==> src/rtl/dmem_arbiter_rr_n.sv <==
`timescale 1ns/1ps
// ---------------------------------------------------------------------------
// dmem_arbiter_rr_n
//   N-master round-robin arbiter for the shared data-memory port.
//   Rotating priority starts from rr_ptr. A starvation yield timer revokes a
//   grant that stalls for MAX_WAIT cycles while another master is waiting.
//   Handoff is zero-bubble: when the owner completes, the next grant is
//   registered on that same clock edge.
//
//   Optional feature macro: DMEM_ARB_LOCK_EN
//     When it is defined, the m_lock port is added. An owner that completes
//     with m_lock set keeps the grant, and its yield timer is disabled.
//     The lock is released by the first completion with m_lock clear.
//
// Ports
//   clk, rst     clock; asynchronous active-high reset
//   m_req/we     per-master request (held until rvalid) and write enable
//   m_be         per-master byte enables, master i at [i*BE_W +: BE_W]
//   m_addr       per-master address,      master i at [i*ADDR_W +: ADDR_W]
//   m_wdata      per-master write data,   master i at [i*DATA_W +: DATA_W]
//   m_lock       per-master lock request (DMEM_ARB_LOCK_EN only)
//   m_rdata      broadcast read data, qualified by m_rvalid
//   m_rvalid     one-hot completion to the owner
//   m_fault      one-hot fault, valid only with m_rvalid
//   mem_*        single dmem slave port
//   grant        registered one-hot owner, 0 when idle
//   yield_evt    registered one-cycle pulse on a timeout revoke
// ---------------------------------------------------------------------------
module dmem_arbiter_rr_n #(
    parameter int NUM_MASTERS = 4,
    parameter int ADDR_W      = 32,
    parameter int DATA_W      = 32,
    parameter int MAX_WAIT    = 8
) (
    input  logic                              clk,
    input  logic                              rst,
    input  logic [NUM_MASTERS-1:0]            m_req,
    input  logic [NUM_MASTERS-1:0]            m_we,
    input  logic [NUM_MASTERS*(DATA_W/8)-1:0] m_be,
    input  logic [NUM_MASTERS*ADDR_W-1:0]     m_addr,
    input  logic [NUM_MASTERS*DATA_W-1:0]     m_wdata,
`ifdef DMEM_ARB_LOCK_EN
    input  logic [NUM_MASTERS-1:0]            m_lock,
`endif
    output logic [DATA_W-1:0]                 m_rdata,
    output logic [NUM_MASTERS-1:0]            m_rvalid,
    output logic [NUM_MASTERS-1:0]            m_fault,
    output logic                              mem_req,
    output logic                              mem_we,
    output logic [DATA_W/8-1:0]               mem_be,
    output logic [ADDR_W-1:0]                 mem_addr,
    output logic [DATA_W-1:0]                 mem_wdata,
    input  logic [DATA_W-1:0]                 mem_rdata,
    input  logic                              mem_rvalid,
    input  logic                              mem_fault,
    output logic [NUM_MASTERS-1:0]            grant,
    output logic                              yield_evt
);

    localparam int BE_W  = DATA_W / 8;
    localparam int IDX_W = $clog2(NUM_MASTERS);
    localparam int WC_W  = $clog2(MAX_WAIT) + 1;

    logic [NUM_MASTERS-1:0] grant_r;
    logic [NUM_MASTERS-1:0] grant_nxt_s;
    logic [IDX_W-1:0]       rr_ptr_r;
    logic [IDX_W-1:0]       rr_ptr_nxt_s;
    logic [WC_W-1:0]        wait_cnt_r;
    logic [WC_W-1:0]        wait_cnt_nxt_s;
    logic                   yield_r;
    logic                   yield_nxt_s;

    logic [IDX_W-1:0]       owner_idx_s;
    logic                   owner_valid_s;
    logic                   owner_req_s;
    logic                   others_req_s;
    logic [IDX_W-1:0]       ptr_inc_s;
    logic                   locked_s;
    logic                   lock_now_s;

    logic [BE_W-1:0]        be_arr_s    [NUM_MASTERS];
    logic [ADDR_W-1:0]      addr_arr_s  [NUM_MASTERS];
    logic [DATA_W-1:0]      wdata_arr_s [NUM_MASTERS];

    // First requester at or after 'start', searching with wrap-around.
    // The request vector is rotated so that 'start' lands on bit 0. The
    // lowest set bit is then isolated, and the result is rotated back.
    function automatic logic [NUM_MASTERS-1:0] pick_f(
        input logic [NUM_MASTERS-1:0] req,
        input logic [IDX_W-1:0]       start
    );
        logic [2*NUM_MASTERS-1:0] dbl;
        logic [NUM_MASTERS-1:0]   rot;
        logic [NUM_MASTERS-1:0]   hot;
        logic [NUM_MASTERS-1:0]   sel;
        logic                     found;
        dbl   = {req, req} >> start;
        rot   = dbl[NUM_MASTERS-1:0];
        hot   = {{(NUM_MASTERS-1){1'b0}}, 1'b1};
        sel   = '0;
        found = 1'b0;
        for (int k = 0; k < NUM_MASTERS; k++) begin
            if (rot[0] && !found) begin
                sel   = hot;
                found = 1'b1;
            end else begin
                sel   = sel;
            end
            rot = rot >> 1;
            hot = hot << 1;
        end
        dbl = {sel, sel} << start;
        return dbl[2*NUM_MASTERS-1:NUM_MASTERS];
    endfunction

    // Unpack the flat master buses into per-master arrays.
    for (genvar g = 0; g < NUM_MASTERS; g++) begin : g_unpack
        assign be_arr_s[g]    = m_be[g*BE_W +: BE_W];
        assign addr_arr_s[g]  = m_addr[g*ADDR_W +: ADDR_W];
        assign wdata_arr_s[g] = m_wdata[g*DATA_W +: DATA_W];
    end

    // Encode the one-hot grant into the owner index.
    always_comb begin
        logic [NUM_MASTERS-1:0] g_tmp;
        owner_idx_s = '0;
        g_tmp       = grant_r;
        for (int i = 0; i < NUM_MASTERS; i++) begin
            if (g_tmp[0]) begin
                owner_idx_s = IDX_W'(i);
            end else begin
                owner_idx_s = owner_idx_s;
            end
            g_tmp = g_tmp >> 1;
        end
    end

    assign owner_valid_s = |grant_r;
    assign owner_req_s   = owner_valid_s & m_req[owner_idx_s];
    assign others_req_s  = |(m_req & ~grant_r);
    assign ptr_inc_s     = (owner_idx_s == IDX_W'(NUM_MASTERS - 1)) ? IDX_W'(0)
                                                                   : owner_idx_s + IDX_W'(1);

`ifdef DMEM_ARB_LOCK_EN
    logic lock_r;
    assign locked_s   = lock_r;
    assign lock_now_s = owner_valid_s & m_lock[owner_idx_s];

    // The lock follows the owner's m_lock on each completion. Any grant change clears it.
    always_ff @(posedge clk or posedge rst) begin
        if (rst) begin
            lock_r <= 1'b0;
        end else if (grant_nxt_s != grant_r) begin
            lock_r <= 1'b0;
        end else if (owner_valid_s && mem_rvalid) begin
            lock_r <= lock_now_s;
        end else begin
            lock_r <= lock_r;
        end
    end
`else
    assign locked_s   = 1'b0;
    assign lock_now_s = 1'b0;
`endif

    // Arbitration: next owner, rotation pointer, yield timer, and timeout pulse.
    always_comb begin
        grant_nxt_s    = grant_r;
        rr_ptr_nxt_s   = rr_ptr_r;
        wait_cnt_nxt_s = wait_cnt_r;
        yield_nxt_s    = 1'b0;
        if (!owner_valid_s) begin
            grant_nxt_s    = pick_f(m_req, rr_ptr_r);
            wait_cnt_nxt_s = '0;
        end else if (mem_rvalid) begin
            wait_cnt_nxt_s = '0;
            if (lock_now_s) begin
                grant_nxt_s = grant_r;
            end else begin
                // Searching from the new pointer gives zero-bubble handoff in rotating order.
                rr_ptr_nxt_s = ptr_inc_s;
                grant_nxt_s  = pick_f(m_req & ~grant_r, ptr_inc_s);
            end
        end else if (!owner_req_s) begin
            // The owner withdrew before completion: cancel, with no rvalid produced.
            grant_nxt_s    = pick_f(m_req & ~grant_r, rr_ptr_r);
            wait_cnt_nxt_s = '0;
        end else if (others_req_s && !locked_s) begin
            if (wait_cnt_r == WC_W'(MAX_WAIT - 1)) begin
                rr_ptr_nxt_s   = ptr_inc_s;
                grant_nxt_s    = pick_f(m_req & ~grant_r, ptr_inc_s);
                wait_cnt_nxt_s = '0;
                yield_nxt_s    = 1'b1;
            end else begin
                wait_cnt_nxt_s = wait_cnt_r + WC_W'(1);
            end
        end else begin
            wait_cnt_nxt_s = wait_cnt_r;
        end
    end

    // State registers. Reset drops the grant immediately, which abandons any in-flight access.
    always_ff @(posedge clk or posedge rst) begin
        if (rst) begin
            grant_r    <= '0;
            rr_ptr_r   <= '0;
            wait_cnt_r <= '0;
            yield_r    <= 1'b0;
        end else begin
            grant_r    <= grant_nxt_s;
            rr_ptr_r   <= rr_ptr_nxt_s;
            wait_cnt_r <= wait_cnt_nxt_s;
            yield_r    <= yield_nxt_s;
        end
    end

    // The slave port follows the registered owner, and all fields are zero when idle.
    // mem_req also drops when the owner withdraws, which the slave sees as a cancel.
    assign mem_req   = owner_req_s;
    assign mem_we    = owner_valid_s & m_we[owner_idx_s];
    assign mem_be    = owner_valid_s ? be_arr_s[owner_idx_s]    : '0;
    assign mem_addr  = owner_valid_s ? addr_arr_s[owner_idx_s]  : '0;
    assign mem_wdata = owner_valid_s ? wdata_arr_s[owner_idx_s] : '0;

    // Completion is routed to the owner. A stray rvalid while idle reaches nobody.
    assign m_rdata   = mem_rdata;
    assign m_rvalid  = grant_r & {NUM_MASTERS{mem_rvalid}};
    assign m_fault   = grant_r & {NUM_MASTERS{mem_rvalid & mem_fault}};

    assign grant     = grant_r;
    assign yield_evt = yield_r;

endmodule

==> config.mk <==
export PLATFORM = sky130hd
export DESIGN_NAME = dmem_arbiter_rr_n
export DESIGN_NICKNAME = d
export VERILOG_FILES = /design/src/rtl/dmem_arbiter_rr_n.sv
export SDC_FILE = /design/constraint.sdc
export NUM_CORES = 1
export LEC_CHECK = 0
export ABC_AREA = 1
export ABC_CLOCK_PERIOD_IN_PS = 2350
export CAP_MARGIN = 30
export CORE_AREA = 2 2 168 170
export DETAILED_ROUTE_END_ITERATION = 12
export DIE_AREA = 0 0 170 172
export HOLD_SLACK_MARGIN = 0.06
export MAX_ROUTING_LAYER = met4
export REMOVE_ABC_BUFFERS = 1
export SLEW_MARGIN = 10
export SYNTH_ARGS = -nofsm -noshare
export SYNTH_HDL_FRONTEND = slang
export SYNTH_SLANG_ARGS = --single-unit
export TNS_END_PERCENT = 20
==> constraint.sdc <==
create_clock -name clk -period 2.35 [get_ports clk]
set_input_delay 0.3525 -clock clk [delete_from_list [all_inputs] [get_ports clk]]
set_output_delay 0.3525 -clock clk [all_outputs]
set_load 0.02 [all_outputs]
# [Word-level counts from Yosys, hierarchy flattened]
# Index checks and enable logic that the tools add are counted.
# W data, S select, Z words.
[classes] mux=109 order_cmp=2 shifts=7 n_reduce_logical=31 bitwise=8 addsub=2 eq_ne=4
[op_table] operator="$mux W32" n=6
[op_table] operator="$mux W4" n=33
[op_table] operator="$bmux W32 S2" n=2
[op_table] operator="$mux W1" n=55
[op_table] operator="$shl A8 B2 Y8" n=4
[op_table] operator="$shr A8 B2 Y4" n=3
[op_table] operator="$mux W2" n=9
[op_table] operator="$and A4 B4 Y4" n=3
[op_table] operator="$logic_and A1 B1 Y1" n=12
[op_table] operator="$logic_not A1 Y1" n=12
[op_table] operator="$bmux W4 S2" n=1
[op_table] operator="$ne A4 B3 Y1 const B" n=2
[op_table] operator="$reduce_or A4 Y1" n=2
[op_table] operator="$reduce_bool A2 Y1" n=3
[op_table] operator="$add A4 B1 Y4 const B" n=1
[op_table] operator="$bmux W1 S2" n=2
[op_table] operator="$eq A4 B3 Y1 const B" n=1
[op_table] operator="$not A4 Y4" n=1
[op_table] operator="$reduce_and A4 Y1" n=1
[op_table] operator="$and A1 B1 Y1" n=3
[op_table] operator="$ge A3 B3 Y1 const B" n=1
[op_table] operator="$lt A2 B3 Y1 const B" n=1
[op_table] operator="$mux W3" n=1
[op_table] operator="$not A2 Y3" n=1
[op_table] operator="other kinds (3)" n=3
[word_totals] input_bits=316 out_inout_bits=115 ff_bits=11 wordCells=167

# [Depth between registers and ports, before layout]
# Gate-level depths: netlist (run 1).
[logic_depth] ltp_word=42 ltp_mapped=15 mapped_depth_nobuf=14

# [Least setup slack after synthesis (run 1)]
# No wires, ideal clock.
[synth_path] path_type="register -> output" startpoint="register grant_r[2] (netlist: grant[2])" endpoint="output port mem_addr[10]" required_ns=1.997 n_path_buf=3 arrival_time_ns=1.925 slack_ns=0.072 path_stages_with_launch=10 cell_sequence="dfrtp_1 > buf_4 > inv_2 > nand2_1 > nand2_2 > inv_2 > buf_2 > buf_2 > nor2_1 > o32ai_1"
[synth_via] elab_chain_len=7 elab_cells_between_ends=8 classes_between="mux: 6; bitwise: 1; reduce/logical: 1"
[synth_lines] item="start: declaration" line_no="64" text="logic [NUM_MASTERS-1:0] grant_r;"
[synth_lines] item="start signal: assignment" line_no="210" text="grant_r <= grant_nxt_s;"
[synth_lines] item="$mux W2 (2 in series)" line_no="129" text="if (g_tmp[0]) begin"
[synth_lines] item="$not A2 Y3 (not written as such)" line_no="222" text="assign mem_addr = owner_valid_s ? addr_arr_s[owner_idx_s] : '0;"
[synth_lines] item="$bmux W32 S2" line_no="222"
[synth_lines] item="$mux W32 (not written as such) (2 in series)" line_no="222"
[synth_lines] item="$mux W32 *" line_no="222"
[synth_lines] item="end: declaration" line_no="51" text="output logic [ADDR_W-1:0] mem_addr,"
# Mark *: on every way between the ends. The rest lies on a longest branch, timed or not. The select of a mux whose other input is x is not followed.

# [Worst setup path in the final report (run 1)]
[layout_path] startpoint="register grant_r[3] (netlist: grant[3])" endpoint="output port mem_wdata[2]"
[layout_via] elab_chain_len=6 elab_cells_between_ends=7 classes_between="mux: 5; bitwise: 1; reduce/logical: 1"
[layout_lines] item="$mux W2" line_no="129"
[layout_lines] item="$not A2 Y3 (not written as such)" line_no="223" text="assign mem_wdata = owner_valid_s ? wdata_arr_s[owner_idx_s] : '0;"
[layout_lines] item="$bmux W32 S2" line_no="223"
[layout_lines] item="$mux W32 (not written as such) (2 in series)" line_no="223"
[layout_lines] item="$mux W32 *" line_no="223"
[layout_lines] item="end: declaration" line_no="52" text="output logic [DATA_W-1:0] mem_wdata,"
# Marks and branches as above.

==> results of run 1 <==
[report_power, final]
part           leakage (nW)  switching (mW)  internal, mW  total (mW)
Clock                0.0382           0.102         0.230       0.331
Combinational          3.26            7.09          4.51        11.6
Sequential            0.140          0.0626         0.262       0.324
[final cells by class]
| type | count | area, um2 |
|---|---|---|
| Clock buffer | 4 | 78.8 |
| Fill cell | 3065 | 19200 |
| Inverter | 40 | 158 |
| Multi-Input combinational cell | 612 | 3060 |
| Sequential cell | 11 | 279 |
| Tap cell | 346 | 433 |
| Timing Repair Buffer | 432 | 4260 |
[worst min path at each step]
stage / from / to / slack [ps]
final: rst / yield_evt / 440
after global routing: rst / yield_evt / 490
after CTS: rst / yield_evt / 460
after detailed placement: wait_cnt_r[3] / wait_cnt_r[3] / 540
after global placement: wait_cnt_r[3] / wait_cnt_r[3] / 540
after floorplan: rst / grant[0] / 200
[stage by stage]
| step | cells | setup TNS, ps |
|---|---|---|
| after floorplan | 663 | -115350 |
| after global placement | 1436 | -609 |
| after detailed placement | 1436 | -515 |
| after CTS | 1440 | -327 |
| after global routing | 1445 | -546 |
| final | 1445 | 0 |
[routing by layer]
metal	global-route usage (%)	up-vias	wire, um
met5	-	-	0
met4	13.4	0	2390
met3	15.7	56	5800
met2	36.7	369	15600
met1	20.9	3083	11700
li1	-	3225	-
[synth_stat cells, drive strengths merged (2+ instances only)]
master and count:
nand4 4, o21ai 121, dfrtp 11, nand3 60
inv 40, nand2 85, o32ai 38, buf 56
a21oi 70, clkbuf 38, nor2 222, o211ai 2
nor3 5, o22ai 2
[logic make-up after synthesis]
family	share of synthesized area, %
AND/OR/NAND/NOR	40.8
AO/OA/AOI/OAI	34.4
buffers and inverters	17.3
flip-flops	7.14
adder cells (fa/ha/maj)	0.325
[flip-flops by register name, summed over array words and instances, names as in the netlist]
name,flops
yield_evt,1
wait_cnt_r,4
grant,4
rr_ptr_r,2
[critical path, stage by stage, from the launching register on]
cell	delay, ps
dfrtp_2	430
nor2_4	150
buf_4	150
buf_12	180
o21ai_0	140
o32ai_2	330
clkdlybuf4s15_2	350
[repair_timing]
action | in CTS | in global routing
setup endpoints to repair | 61 | 58
gates resized for setup | 79 | 61
gates cloned | 0 | 2
buffers inserted | 0 | 3
pin swaps | 5 | 5
==> metrics.csv, run 1 <==
metric,value,unit
dp_slack,-134,ps
clock_latency,250,ps
ioPinCount,431,
fin_crit,2350,ps
area_delta_synth_final,115,%
critPathArrivalTime,1990,ps
p_leak,3.44,nW
drc,0,
utilization,30.1,%
dieArea,29200,um2
startpoint_type,register,
clock_skew,1.23,ps
viasPerCell,4.66,
grt_overflow_total,0,
syn_area,3850,um2
hold_ws,443,ps
power_density,1480,nW/um2
antennaDiodeCount,0,
cts-root-buf,clkbuf_16,
finalWorstSetupSlack,3.59,ps
cts_hold_buffers,0,
maxSlewHeadroom,64.9,%
r2r_cells,13,
outcome,finished clean,
place_hpwl,29600,um
core_area,27500,um2
drive_gt1_share,14.4,%
drv_cap,0,
grt_setup_unrepaired,yes,
crit_type,reg2out,
place_area,7980,um2
ys.flop_type,dfrtp_1,
syn-instance-count,757,
ir_drop,623,uV
grt_max_degree,52,
synth.largest_area_cell,nor2_1,
worstMarginPinSlew,525,ps
first_pass_iters,5,
synth_area_per_cell,5.09,um2
grt_first_pass_wirelength,46900,um
hp-class,in2async,
drt-initial-drc-count,470,
drt_wl_total,35500,um
worstReg2RegEnd,grant[0],
synth_cell_types,27,
yosys-top-cells-area,"nor2_1 (21%), o21ai_0 (16%), a21oi_1 (9.0%)",
setup.worst_path.start,grant[3],
r2r_start,grant[1],
die_y,172,um
report.final.slew_viol_count,0,
antenna_found_initial,0,
layout_commonest_cell,clkdlybuf4s50_1,
cp-endpoint,mem_wdata[2],
hold_viol,0,
path_clk_slew,50,ps
final_nets,1417,
reg2reg_slack,240,ps
start_util,14.0,%
synth_top_area_share,21.1,%
cts.htree.levels,1,
seq_area_frac_synth,7.14,%
synthArstFlopShare,100,%
place.gp.congestion,0.950,
power,12.3,mW
ys_ff_latch,11,
cts_buffers,3,
final_area,8270,um2
grt_pass1_vias,6513,
synth-warning-count,0,
period_share,99.8,%
synth_edf_count,0,
setup_viol,0,
drt.antenna.violating_nets,0,
vias,6733,
clock.fmax,426,MHz
critPathCaptureType,output port,
crit_fanout,34,
wl_per_cell,24.6,um
cts.sinks,11,
clk_path_buf_depth,2,
die_w,170,um
grtUsageTotal,23.2,%
cts_tree,yes,
critical_path_required,2000,ps
final_cell_mix,"clkdlybuf4s50_1 (296), nor2_1 (214), o21ai_0 (117), nand2_1 (80), buf_4 (68)",
port-buffer-count,366,
rows,61,
No activity file was read; power rests on OpenSTA's default activity.
==> inputs of run 2 (changes only) <==
- ABC_AREA: 1 -> unset
==> run 2 against run 1 <==
Against the previous run: largest power group unchanged; critical path depth is 1 higher; routed wire length is 46% lower; highest routed layer unchanged; combinational power is 42% lower; critical endpoint is now mem_be[3].
==> metrics.csv, run 2 <==
metric,value,unit
synth.largest_area_cell,mux2i_1,
syn_area,3240,um2
crit_type,reg2out,
r2r_cells,6,
crit_fanout,28,
seq_area_frac_synth,8.48,%
grt_first_pass_wirelength,25900,um
grt_overflow_total,0,
period_share,98.3,%
syn-instance-count,488,
cts.htree.levels,1,
vias,4980,
clock_latency,240,ps
report.final.slew_viol_count,0,
drc,0,
grt_max_degree,69,
drt.antenna.violating_nets,0,
critPathCaptureType,output port,
maxSlewHeadroom,69.0,%
cts_tree,yes,
setup_viol,0,
dp_slack,-174,ps
outcome,finished clean,
antenna_found_initial,0,
dieArea,29200,um2
worstMarginPinSlew,454,ps
ys_ff_latch,11,
first_pass_iters,6,
ir_drop,419,uV
critical_path_required,2000,ps
area_delta_synth_final,130,%
setup.worst_path.start,grant[3],
synth_edf_count,0,
synth_common_cells,"mux2i_1 (73), o21ai_0 (70), nor2_1 (49)",
place.gp.congestion,0.847,
drt_wl_total,19100,um
place_hpwl,15400,um
yosys.area_share.simple,21.7,%
synthArstFlopShare,100,%
hold_viol,0,
final_nets,1146,
hp-class,in2async,
synth_top_area_share,22.5,%
grt_setup_unrepaired,yes,
finalWorstSetupSlack,40.1,ps
cts-root-buf,clkbuf_16,
ys.flop_type,dfrtp_1,
worstReg2RegEnd,rr_ptr_r[1],
fin_crit,2310,ps
synth.most_common_cell,mux2i_1,
clock_skew,4.17,ps
clk_path_buf_depth,2,
antennaDiodeCount,0,
port-buffer-count,366,
grt_pass1_vias,4806,
drt-initial-drc-count,212,
startpoint_type,register,
nFillCells,3032,
synth_mux_area_share,23.6,%
viasPerCell,4.24,
utilization,27.1,%
synth_fa_ha_area_share,0.386,%
rows,61,
p_leak,3.13,nW
synth-warning-count,0,
layout_commonest_cell,clkdlybuf4s50_1,
die_y,172,um
core_area,27500,um2
wl_per_cell,16.2,um
synth_compound_area_share,31.0,%
cts_buffers,3,
r2r_start,grant[1],
clock.fmax,433,MHz
synth_top_family_by_area,compound AO/OA/AOI/OAI gates,
power,7.38,mW
die_w,170,um
path_clk_slew,40,ps
final_area,7460,um2
grtUsageTotal,11.7,%
drv_cap,0,
place_area,7390,um2
reg2reg_slack,90,ps
critPathArrivalTime,1960,ps
final_cell_mix,"clkdlybuf4s50_1 (296), mux2i_1 (73), o21ai_0 (67), dlygate4sd2_1 (52), nor2_1 (49)",
cp-endpoint,mem_be[3],
drive_gt1_share,9.18,%
synth_cell_types,47,
cts.sinks,11,
start_util,11.8,%
synth_xor_area_share,0.810,%
synth_area_per_cell,6.65,um2
power_density,990,nW/um2
yosys-top-cells-area,"mux2i_1 (23%), o21ai_0 (11%), dfrtp_1 (8.5%)",
ioPinCount,431,
==> run 2: layout make-up <==
class / instances / area (um2) / share of cell area, %
Inverter: 6 / 22.5 / 0.302
Sequential cell: 11 / 284 / 3.81
Timing Repair Buffer: 413 / 4110 / 55.1
Multi-Input combinational cell: 394 / 2530 / 34.0
Clock buffer: 4 / 78.8 / 1.06
Tap cell: 346 / 433 / 5.81
==> run 2: timing repair <==
action	CTS	global route
hold endpoints to repair	0	0
gates cloned	0	1
setup endpoints to repair	70	18
hold buffers	0	0
setup buffers	0	2
resized for setup	82	28
==> run 2: through the flow <==
stage	hold WS [ps]	setup TNS, ps	cells
3_3_place_gp	554	-538	1167
4_1_cts	438	-186	1171
6_report	424	0	1174
3_5_place_dp	555	-749	1167
5_1_grt	471	-28.3	1174
2_1_floorplan	205	-175850	411
==> run 2: kinds of logic (layout without fill, tap and decap cells) <==
logic type,count (synthesis),count (layout)
AOI/OAI and AO/OA,171,171
and+or+nand+nor,143,143
buffers and inverters,83,423
muxes,76,76
DFF,11,11
xor gates and xnor gates,3,3
adders and majority gates,1,1
==> run 2: where the power goes <==
part	switching, mW	internal, mW	leakage, nW	total [mW]
Clock	0.0817	0.228	0.0382	0.309
Sequential	0.126	0.256	0.141	0.382
Combinational	3.69	3.00	2.95	6.69
Total	3.90	3.48	3.13	7.38
==> run 2: worst min path at each step <==
stage | endpoint | slack, ps | cells after the start | startpoint
6_report | yield_evt | 420 | 2 | rst
3_5_place_dp | wait_cnt_r[1] | 550 | 2 | wait_cnt_r[1]
2_1_floorplan | grant[0] | 200 | 1 | rst
5_1_grt | yield_evt | 470 | 2 | rst
3_3_place_gp | wait_cnt_r[1] | 550 | 2 | wait_cnt_r[1]
4_1_cts | wait_cnt_r[2] | 440 | 2 | rst
==> run 2: critical path: stages, from the launching register on <==
cell and delay [ps]:
dfrtp_2 450, buf_4 170, inv_2 110, buf_12 200
buf_12 150, mux2i_1 240, nor2_1 60, dlygate4sd2_1 320
==> run 2: per-layer routing <==
layer | share of wire [%] | global-route usage, %
met5 | 0 | -
met1 | 41 | 13.6
met4 | 0.72 | 1.45
met2 | 49 | 20.5
met3 | 9.6 | 3.75
